[config.mk]
export PLATFORM = sky130hd
export DESIGN_NAME = vram_scanout_flat
export DESIGN_NICKNAME = d
export VERILOG_FILES = /design/src/rtl/vram_scanout_if.sv /design/src/rtl/vram_scanout.sv /design/src/flat_wrapper.sv
export SDC_FILE = /design/constraint.sdc
export NUM_CORES = 1
export LEC_CHECK = 0
export CORE_ASPECT_RATIO = 0.5
export CORE_MARGIN = 5
export CORE_UTILIZATION = 46
export CTS_BUF_LIST = sky130_fd_sc_hd__clkbuf_16
export CTS_CLUSTER_DIAMETER = 80
export DETAILED_ROUTE_END_ITERATION = 12
export GPL_TIMING_DRIVEN = 0
export PLACE_DENSITY_LB_ADDON = 0.3
export REMOVE_ABC_BUFFERS = 1
export SYNTH_ARGS = -nofsm -noshare
export SYNTH_HDL_FRONTEND = slang
export SYNTH_SLANG_ARGS = --single-unit
[constraint.sdc]
create_clock -name clk -period 6 [get_ports clk]
set_input_delay 0.6 -clock clk [delete_from_list [all_inputs] [get_ports clk]]
set_output_delay 0.6 -clock clk [all_outputs]
set_load 0.01 [all_outputs]
[src/rtl/vram_scanout_if.sv]
// -----------------------------------------------------------------------------
// vram_scanout_if
// Read bus between the scanout fetcher and the video memory.
//   vram_addr   : word address of the pixel being read (fetcher -> memory)
//   vram_rd_en  : read strobe qualifying vram_addr      (fetcher -> memory)
//   vram_data   : pixel word, RD_LAT clocks after addr  (memory  -> fetcher)
// master = fetcher side, slave = memory side.
// -----------------------------------------------------------------------------
interface vram_scanout_if #(
  parameter int ADDR_W = 18,
  parameter int DATA_W = 12
);
  logic [ADDR_W-1:0] vram_addr;
  logic              vram_rd_en;
  logic [DATA_W-1:0] vram_data;

  modport master (output vram_addr, output vram_rd_en, input  vram_data);
  modport slave  (input  vram_addr, input  vram_rd_en, output vram_data);
endinterface

[src/rtl/vram_scanout.sv]
// -----------------------------------------------------------------------------
// vram_scanout
// Turns the VGA timing position (row, col) into framebuffer read addresses and
// returns the colour for that position exactly RD_LAT clocks after the sample.
// Handles 1x/2x pixel scaling, wrap-around X/Y scroll and a border colour for
// visible pixels outside the framebuffer.
//
// Ports
//   clk, rst      : pixel clock, synchronous active-high reset
//   row, col      : current timing position
//   mode          : 0 = 1x, 1 = 2x scale (shadowed at the frame boundary)
//   scroll_x/y    : scroll offsets, < FB_W / FB_H (shadowed at frame boundary)
//   border_color  : colour for visible pixels outside the framebuffer
//   vram          : memory read bus (master side)
//   vga_data      : registered output pixel
//   pix_valid     : vga_data is a visible pixel
// -----------------------------------------------------------------------------
module vram_scanout #(
  parameter int H_ACTIVE  = 640,
  parameter int V_ACTIVE  = 480,
  parameter int FB_W      = 320,
  parameter int FB_H      = 240,
  parameter int ROW_W     = 9,
  parameter int COL_W     = 10,
  parameter int ADDR_W    = 18,
  parameter int DATA_W    = 12,
  parameter int RD_LAT    = 1,
  parameter int BASE_ADDR = 0
) (
  input  logic              clk,
  input  logic              rst,
  input  logic [ROW_W-1:0]  row,
  input  logic [COL_W-1:0]  col,
  input  logic              mode,
  input  logic [COL_W-1:0]  scroll_x,
  input  logic [ROW_W-1:0]  scroll_y,
  input  logic [DATA_W-1:0] border_color,
  vram_scanout_if.master    vram,
  output logic [DATA_W-1:0] vga_data,
  output logic              pix_valid
);

  localparam int CW1 = COL_W + 1;
  localparam int RW1 = ROW_W + 1;

  // One extra bit so the constants fit and scroll sums cannot overflow.
  localparam logic [COL_W:0] HACT = CW1'(H_ACTIVE);
  localparam logic [ROW_W:0] VACT = RW1'(V_ACTIVE);
  localparam logic [COL_W:0] FBW  = CW1'(FB_W);
  localparam logic [ROW_W:0] FBH  = RW1'(FB_H);

  typedef enum logic [1:0] {CLS_BLANK, CLS_BORDER, CLS_FETCH} cls_e;

  // Frame-boundary shadows
  logic              r_mode;
  logic [COL_W-1:0]  r_scroll_x;
  logic [ROW_W-1:0]  r_scroll_y;

  logic [ADDR_W-1:0] r_vram_addr;
  logic              r_vram_rd_en;
  logic [DATA_W-1:0] r_vga_data;
  logic              r_pix_valid;

  // Class and border colour travel alongside the memory read.
  cls_e              r_cls_pipe [RD_LAT];
  logic [DATA_W-1:0] r_bc_pipe  [RD_LAT];

  logic              w_frame;
  logic              w_blank;
  logic              w_out_fb;
  cls_e              w_cls;
  logic [COL_W-1:0]  w_cx;
  logic [ROW_W-1:0]  w_ry;
  logic [COL_W:0]    w_sum_x;
  logic [ROW_W:0]    w_sum_y;
  logic [COL_W:0]    w_fx;
  logic [ROW_W:0]    w_fy;
  logic [ADDR_W-1:0] w_addr;

  assign w_frame  = ({1'b0, row} == VACT) && (col == '0);

  assign w_cx     = r_mode ? (col >> 1) : col;
  assign w_ry     = r_mode ? (row >> 1) : row;

  assign w_blank  = ({1'b0, col} >= HACT) || ({1'b0, row} >= VACT);
  assign w_out_fb = ({1'b0, w_cx} >= FBW) || ({1'b0, w_ry} >= FBH);

  always_comb begin
    w_cls = CLS_FETCH;
    if (w_blank)       w_cls = CLS_BLANK;
    else if (w_out_fb) w_cls = CLS_BORDER;
  end

  // Both operands are < FB_W (resp. FB_H) for a fetch, so one subtract wraps.
  assign w_sum_x = {1'b0, w_cx} + {1'b0, r_scroll_x};
  assign w_sum_y = {1'b0, w_ry} + {1'b0, r_scroll_y};
  assign w_fx    = (w_sum_x >= FBW) ? (w_sum_x - FBW) : w_sum_x;
  assign w_fy    = (w_sum_y >= FBH) ? (w_sum_y - FBH) : w_sum_y;

  // Arithmetic done modulo 2^ADDR_W, which is the required truncation.
  assign w_addr  = ADDR_W'(BASE_ADDR) + ADDR_W'(w_fy) * ADDR_W'(FB_W)
                 + ADDR_W'(w_fx);

  always_ff @(posedge clk) begin
    if (rst) begin
      r_mode       <= 1'b0;
      r_scroll_x   <= '0;
      r_scroll_y   <= '0;
      r_vram_addr  <= '0;
      r_vram_rd_en <= 1'b0;
      r_vga_data   <= '0;
      r_pix_valid  <= 1'b0;
      for (int i = 0; i < RD_LAT; i++) begin
        r_cls_pipe[i] <= CLS_BLANK;
        r_bc_pipe[i]  <= '0;
      end
    end else begin
      if (w_frame) begin
        r_mode     <= mode;
        r_scroll_x <= scroll_x;
        r_scroll_y <= scroll_y;
      end

      // Address holds when not fetching; only rd_en qualifies it.
      r_vram_rd_en <= (w_cls == CLS_FETCH);
      if (w_cls == CLS_FETCH) r_vram_addr <= w_addr;

      r_cls_pipe[0] <= w_cls;
      r_bc_pipe[0]  <= border_color;
      for (int i = 1; i < RD_LAT; i++) begin
        r_cls_pipe[i] <= r_cls_pipe[i-1];
        r_bc_pipe[i]  <= r_bc_pipe[i-1];
      end

      case (r_cls_pipe[RD_LAT-1])
        CLS_FETCH: begin
          r_vga_data  <= vram.vram_data;
          r_pix_valid <= 1'b1;
        end
        CLS_BORDER: begin
          r_vga_data  <= r_bc_pipe[RD_LAT-1];
          r_pix_valid <= 1'b1;
        end
        default: begin
          r_vga_data  <= '0;
          r_pix_valid <= 1'b0;
        end
      endcase
    end
  end

  assign vram.vram_addr  = r_vram_addr;
  assign vram.vram_rd_en = r_vram_rd_en;
  assign vga_data        = r_vga_data;
  assign pix_valid       = r_pix_valid;

endmodule

[src/flat_wrapper.sv]
// flat-port wrapper written by rule: the top's interface ports become plain ports
module vram_scanout_flat 
#(
  parameter int H_ACTIVE  = 640,
  parameter int V_ACTIVE  = 480,
  parameter int FB_W      = 320,
  parameter int FB_H      = 240,
  parameter int ROW_W     = 9,
  parameter int COL_W     = 10,
  parameter int ADDR_W    = 18,
  parameter int DATA_W    = 12,
  parameter int RD_LAT    = 1,
  parameter int BASE_ADDR = 0
)
  (clk, rst, row, col, mode, scroll_x, scroll_y, border_color, vga_data, pix_valid, vram_vram_addr, vram_vram_rd_en, vram_vram_data);
  vram_scanout_if #(.ADDR_W(ADDR_W), .DATA_W(DATA_W)) vram_i ();
  input  logic clk;
  input  logic rst;
  input  logic [ROW_W-1:0] row;
  input  logic [COL_W-1:0] col;
  input  logic mode;
  input  logic [COL_W-1:0] scroll_x;
  input  logic [ROW_W-1:0] scroll_y;
  input  logic [DATA_W-1:0] border_color;
  output logic [DATA_W-1:0] vga_data;
  output logic pix_valid;
  output wire logic [$bits(vram_i.vram_addr)-1:0] vram_vram_addr;
  output wire logic [$bits(vram_i.vram_rd_en)-1:0] vram_vram_rd_en;
  input wire logic [$bits(vram_i.vram_data)-1:0] vram_vram_data;
  assign vram_vram_addr = vram_i.vram_addr;
  assign vram_vram_rd_en = vram_i.vram_rd_en;
  assign vram_i.vram_data = vram_vram_data;
  vram_scanout #(.H_ACTIVE(H_ACTIVE), .V_ACTIVE(V_ACTIVE), .FB_W(FB_W), .FB_H(FB_H), .ROW_W(ROW_W), .COL_W(COL_W), .ADDR_W(ADDR_W), .DATA_W(DATA_W), .RD_LAT(RD_LAT), .BASE_ADDR(BASE_ADDR)) u_core (.clk(clk), .rst(rst), .row(row), .col(col), .mode(mode), .scroll_x(scroll_x), .scroll_y(scroll_y), .border_color(border_color), .vram(vram_i), .vga_data(vga_data), .pix_valid(pix_valid));
endmodule
==> impl_metrics.tcl <==
set metrics [dict create \
    tightest_slew_ns 0.804 \
    clkTransAtPathRegs_ns 0.06 \
    yosys.area.top_type "dfxtp_1" \
    critPathLaunch "u_core.r_mode$_SDFFE_PP0P_" \
    setup_slack_ns 0.230 \
    nNetsFinal 700 \
    placed_area_um2 5370 \
    io_pins 97 \
    yosys_most_used_dff "dfxtp_1" \
    synth_warnings 0 \
    drt_wl_total_mm 10.5 \
    relSlewSlack 0.461 \
    p_per_area_nw_per_um2 213 \
    drt_iter0_markers 171 \
    core-area_um2 8860 \
    syn_inst 467 \
    worst_path_max_delay_cell "or4_4" \
    initial_core_util 0.481 \
    grt_antenna_before_repair 0 \
    required_ns 6.21 \
    cp-start-kind "flop" \
    gp_congestion 0.763 \
    hpwl_mm 7.46 \
    die_area_um2 11400 \
    postLayoutCellArea_um2 6060 \
    ys_ff_latch 65 \
    htreeDepth 3 \
    worst-path-max-fanout 6 \
    num_rows 24 \
    synth_cell_type_count 67 \
    synth_area_leaders "dfxtp_1 (31%), ha_1 (13%), mux2i_1 (7.7%), nor2_1 (5.8%), xnor2_1 (4.3%)" \
    die_x_um 146 \
    finalHoldViolCount 0 \
    viasPerCell 5.27 \
    leakage_nw 2.45 \
    dr.pass1.iters 4 \
    cpMostUsedCell "buf_4" \
    ir_drop_uv 149 \
    fillerInstances 681 \
    drive_above_1_share 0.194 \
    vias 3744 \
    clock_skew_ns 0.00338 \
    final.min_clock_period_ns 5.77 \
    grt_pass1_wl_mm 16.8 \
    setup_violations 0 \
    drv_slew 0 \
    grt_util_all_layers 0.178 \
    diodes 0 \
    synth_edf_count 0 \
    cp_data_arrival_time_ns 5.98 \
    status "finished clean" \
    grt_pass1_vias 3581 \
    area_delta_synth_final_pct 42.0 \
    clockRootBuffer "clkbuf_16" \
    cts_sinks 65 \
    critPathMaxStageDelay_ns 0.55 \
    r2r-start "u_core.r_mode$_SDFFE_PP0P_" \
    cts_hold_buf 0 \
    yosysTopAreaCellShare 0.305 \
    cap_violations 0 \
    worstSetupEndpointType "flop" \
    routedWlPerCell_um 14.8 \
    final.setup.tns_ns 0 \
    syn_area_per_cell_um2 9.13 \
    ant_nets 0 \
    clk_path_buf_depth 2 \
    dpl_worst_slack_ns -0.749 \
    seq_area_frac_synth 0.305 \
    die_h_um 78.1 \
    overflow 0 \
    io_buffers 96 \
    max_freq_mhz 173 \
    crit_type "flop to flop" \
    cts-buffers-inserted 9 \
    synth_async_sr_flop_share 0 \
    tritoncts "yes" \
    grt_max_degree 42 \
    worstSkewPairLatency_ns 0.33 \
    synth_area_um2 4260 \
    drc_errors 0 \
    period_share 0.962 \
    min-delay-start "u_core.r_bc_pipe[0][2]$_SDFF_PP0_" \
    hp-class "flop to flop" \
]
## cell type report
type / instances / area [um^2] / area share
Timing Repair Buffer: 127 / 1230 / 0.202
Multi-Input combinational cell: 360 / 2980 / 0.492
Tap cell: 117 / 146 / 0.0242
Sequential cell: 65 / 1310 / 0.215
Clock inverter: 7 / 78.8 / 0.0130
Inverter: 25 / 93.8 / 0.0155
Clock buffer: 9 / 225 / 0.0372
## metal layers
metal / global-route usage / wire [um] / vias to the layer above / share of wire
met4: 0.0516 / 150 / 0 / 0.014
li1: - / - / 1916 / -
met5: 0 / 0 / - / 0
met3: 0.0472 / 417 / 14 / 0.040
met2: 0.311 / 5050 / 66 / 0.48
met1: 0.218 / 4920 / 1748 / 0.47
## sequential cells by signal, indices dropped and copies added, names as in the netlist
| register | cells |
|---|---|
| u_core.vram.vram_addr | 18 |
| u_core.r_bc_pipe | 12 |
| u_core.vga_data | 12 |
| u_core.r_scroll_x | 10 |
| u_core.r_scroll_y | 9 |
| u_core.pix_valid | 1 |
| u_core.r_cls_pipe | 1 |
| u_core.r_mode | 1 |
| u_core.vram.vram_rd_en | 1 |
## synthesized netlist by cell type (all sizes together), types with 3 or more instances
cell and number:
nor4 4, a211oi 11, inv 25, nand2b 3, nand4 3, o211ai 3
nor2b 17, mux2i 33, o21ai 15, or2 3, a22oi 12, nor4b 3
nand2 18, xnor2 22, xor2 6, fa 4, a21o 7, nor2 66
nor3 11, mux2 17, o21a 5, o2111ai 3, and2 3, nand3 4
clkbuf 14, buf 3, dfxtp 65, a21oi 15, ha 43
## cell families after synthesis
kind of cell	share of synthesized area
AO/OA/AOI/OAI	0.163
flip-flops	0.305
AND/OR/NAND/NOR	0.167
buffers and inverters	0.0387
adder cells (fa/ha/maj)	0.145
multiplexers	0.122
XOR/XNOR	0.0593
## through the flow
stage | power, mW | util | hold slack, ns | instances
5_1_grt | 1.35 | 0.684 | 0.505 | 710
4_1_cts | 1.28 | 0.655 | 0.489 | 696
3_3_place_gp | 0.718 | 0.598 | 0.463 | 663
2_1_floorplan | 0.624 | - | 0.454 | 450
6_report | 1.29 | 0.684 | 0.486 | 710
3_5_place_dp | 0.724 | 0.606 | 0.473 | 668
## power breakdown
group / switching, mW / internal, mW / total [mW]
clock network: 0.205 / 0.325 / 0.531
logic: 0.143 / 0.164 / 0.306
registers: 0.00578 / 0.446 / 0.451
total: 0.354 / 0.935 / 1.29
## worst max-delay path, delay by kind of cell, from the launching register on
kind | cells | cell delay (ns)
AO/OA/AOI/OAI | 6 | 1.10
XOR/XNOR | 2 | 0.30
adder cells (fa/ha/maj) | 3 | 0.67
buffers and inverters | 12 | 1.35
flip-flops | 1 | 0.39
multiplexers | 3 | 0.59
AND/OR/NAND/NOR | 6 | 1.25
## final timing paths
path / endpoint / slack (ns) / depth (start not counted)
max: u_core.vram.vram_addr[10]$_SDFFE_PP0P_ / 0.23 / 32
min: u_core.vga_data[2]$_SDFF_PP0_ / 0.49 / 2
max reg2reg: u_core.vram.vram_addr[10]$_SDFFE_PP0P_ / 0.23 / 32
min reg2reg: u_core.vga_data[2]$_SDFF_PP0_ / 0.49 / 2
## cells in the final DEF, fill, tap and decap left out, types with 6 or more instances in the layout
cell	count
ha_1	37
o21ai_0	11
dfxtp_1	64
xor2_1	6
buf_4	26
a22oi_1	12
a211oi_1	8
nor2_1	63
clkdlybuf4s50_1	91
xnor2_1	20
a21o_1	6
nor2b_1	16
a21oi_1	11
nand2_1	18
clkbuf_16	9
nor3_1	6
mux2i_1	31
mux2_2	14
inv_1	21
## timing repair
action | CTS | global route
resized for setup | 10 | 35
buffers inserted | 12 | 14
setup endpoints to repair | 6 | 7
gates cloned | 0 | 0
pin swaps | 9 | 23
Note: power is estimated with default switching activity, not from simulation.
==> variant, RTL diff (same flow settings) <==
Add an input register stage for `scroll_y`, cleared by the reset; this delays it by one clock. The other inputs are not delayed to match.
--- a/src/rtl/vram_scanout.sv
+++ b/src/rtl/vram_scanout.sv
@@ -50,6 +50,16 @@
   localparam logic [ROW_W:0] FBH  = RW1'(FB_H);
 
   typedef enum logic [1:0] {CLS_BLANK, CLS_BORDER, CLS_FETCH} cls_e;
+
+  logic [ROW_W-1:0] scroll_y_q;
+
+  always_ff @(posedge clk) begin
+    if (rst) begin
+      scroll_y_q <= '0;
+    end else begin
+      scroll_y_q <= scroll_y;
+    end
+  end
 
   // Frame-boundary shadows
   logic              r_mode;
@@ -118,7 +128,7 @@
       if (w_frame) begin
         r_mode     <= mode;
         r_scroll_x <= scroll_x;
-        r_scroll_y <= scroll_y;
+        r_scroll_y <= scroll_y_q;
       end
 
       // Address holds when not fetching; only rd_en qualifies it.
Formal check against the unedited RTL: not equivalent (Yosys sat finds a counterexample within 4 cycles, from zero or initial values and one cycle with rst high).
==> variant against the unedited design <==
- sequential cell count increased by 9
- power increased by 14%
- cell area grew 12%
- critical endpoint is now u_core.vram.vram_addr[17]
- area after synthesis increased by 9.5%
- sequential power grew 14%
- routed wire length grew 20%
- setup slack got worse by 16 ps
- utilization fell by 0.74 points
- critical path type unchanged
- clock skew grew 3.7 ps
- synthesized cell count increased by 10%
- largest cell class unchanged
- sequential share of layout area rose by 0.30 points
==> variant: results (changes against the unedited design) <==
Parameter                              Value

STA
  Clk_skew ... 7.117 ps (was 3.377 ps)

Global routing
  Global-route wire length before repair ... 19.17 mm (was 16.77 mm)
  Fraction of met3 tracks used by global routing ... 5.109% (was 4.718%)
  Global routing usage on met2 ... 33.14% (was 31.12%)

Synthesis
  Most area-consuming cells after synthesis ... sky130_fd_sc_hd__dfxtp_1 (32%), sky130_fd_sc_hd__ha_1 (12%), sky130_fd_sc_hd__mux2i_1 (7.7%) (was sky130_fd_sc_hd__dfxtp_1 (31%), sky130_fd_sc_hd__ha_1 (13%), sky130_fd_sc_hd__mux2i_1 (7.7%))
  Fraction of the mapped netlist area in compound gates ... 15.76% (was 16.26%)
  Post-synthesis share of cell area spent on xor and xnor gates ... 5.225% (was 5.927%)
  Sequential area share after synthesis ... 31.73% (was 30.52%)
  Post-synth top cells ... sky130_fd_sc_hd__dfxtp_1 (74), sky130_fd_sc_hd__nor2_1 (67), sky130_fd_sc_hd__ha_1 (43), sky130_fd_sc_hd__mux2i_1 (36) (was sky130_fd_sc_hd__nor2_1 (66), sky130_fd_sc_hd__dfxtp_1 (65), sky130_fd_sc_hd__ha_1 (43), sky130_fd_sc_hd__mux2i_1 (33), sky130_fd_sc_hd__inv_1 (25))
  Area share of fa/ha/maj cells after synthesis ... 13.24% (was 14.50%)

Placement
  Final GP Congestion ... 0.8294 (was 0.7633)
  DP HPWL ... 8.513 mm (was 7.462 mm)

Critical path
  CP top delay family ... simple AND/OR/NAND/NOR gates (was buffers and inverters)
  Reg-to-reg setup timing slack ... 210 ps (was 230 ps)
  End point of the critical path ... u_core.vram.vram_addr[17] (was u_core.vram.vram_addr[10])
  Reg2Reg Depth ... 27 (was 32)

Route
  Total length of routed wires ... 12.67 mm (was 10.54 mm)
  Length of routed met3 wiring ... 697 um (was 417 um)
  Detailed-routing wirelength on met1 ... 5.851 mm (was 4.919 mm)

Cells and area
  FILL cells ... 755 (was 681)
  Proportion of layout cells with a drive suffix above 1 ... 21.98% (was 19.39%)

Power
  Largest voltage drop on the vdd net ... 0.0001202 V (was 0.0001487 V)
  Static leakage ... 2.729 nW (was 2.447 nW)

Worst hold path
  Hold path startpoint ... u_core.scroll_y_q[8] (was u_core.r_bc_pipe[0][2])

Clock tree
  Post-CTS setup repair buffer count ... 20 (was 12)

Status
  Outcome ... completed (unchanged)
[variant: changes by cell type in the layout (fill, tap and decap cells not counted), moves of 5 or more]
cell,delta
sky130_fd_sc_hd__ha_4,+12
sky130_fd_sc_hd__nor2b_1,+11
sky130_fd_sc_hd__ha_1,-10
sky130_fd_sc_hd__dfxtp_1,+9
sky130_fd_sc_hd__buf_4,+7
sky130_fd_sc_hd__nand2_1,+6
sky130_fd_sc_hd__clkdlybuf4s50_1,-5
sky130_fd_sc_hd__xnor2_1,-5
[variant: layout make-up]
class | instances | area, sq um | area share, %
well taps | 140 | 175.2 | 2.577
flip-flops and latches | 74 | 1485 | 21.85
repair buffers | 136 | 1306 | 19.22
clock buffers | 9 | 225.2 | 3.313
inverters | 27 | 101.3 | 1.491
clock inverters | 7 | 86.33 | 1.270
multi-input cells | 393 | 3418 | 50.29
[variant: per-stage QoR]
step | cell area [sq um] | util [%] | power, mW
2_1_floorplan | 4579 | - | 0.7160
3_3_place_gp | 5715 | 56.86 | 0.8187
3_5_place_dp | 5789 | 57.59 | 0.8246
4_1_cts | 6455 | 64.21 | 1.443
5_1_grt | 6798 | 67.63 | 1.539
6_report | 6798 | 67.63 | 1.473
[variant: worst min path at each step]
stage	endpoint	cells past startpoint
after global placement	u_core.r_scroll_y[7]	2
after floorplan	u_core.r_scroll_y[0]	2
after detailed placement	u_core.r_scroll_y[8]	2
after global routing	u_core.r_scroll_y[3]	2
final	u_core.r_scroll_y[8]	2
after CTS	u_core.r_scroll_y[5]	2
[variant: power by group through the flow]
stage | logic [mW] | clock network [mW] | registers [mW]
after global routing | 0.425 | 0.597 | 0.518
after CTS | 0.350 | 0.577 | 0.516
after global placement | 0.292 | 0 | 0.527
after detailed placement | 0.298 | 0 | 0.527
final | 0.391 | 0.566 | 0.516
after floorplan | 0.185 | 0 | 0.531
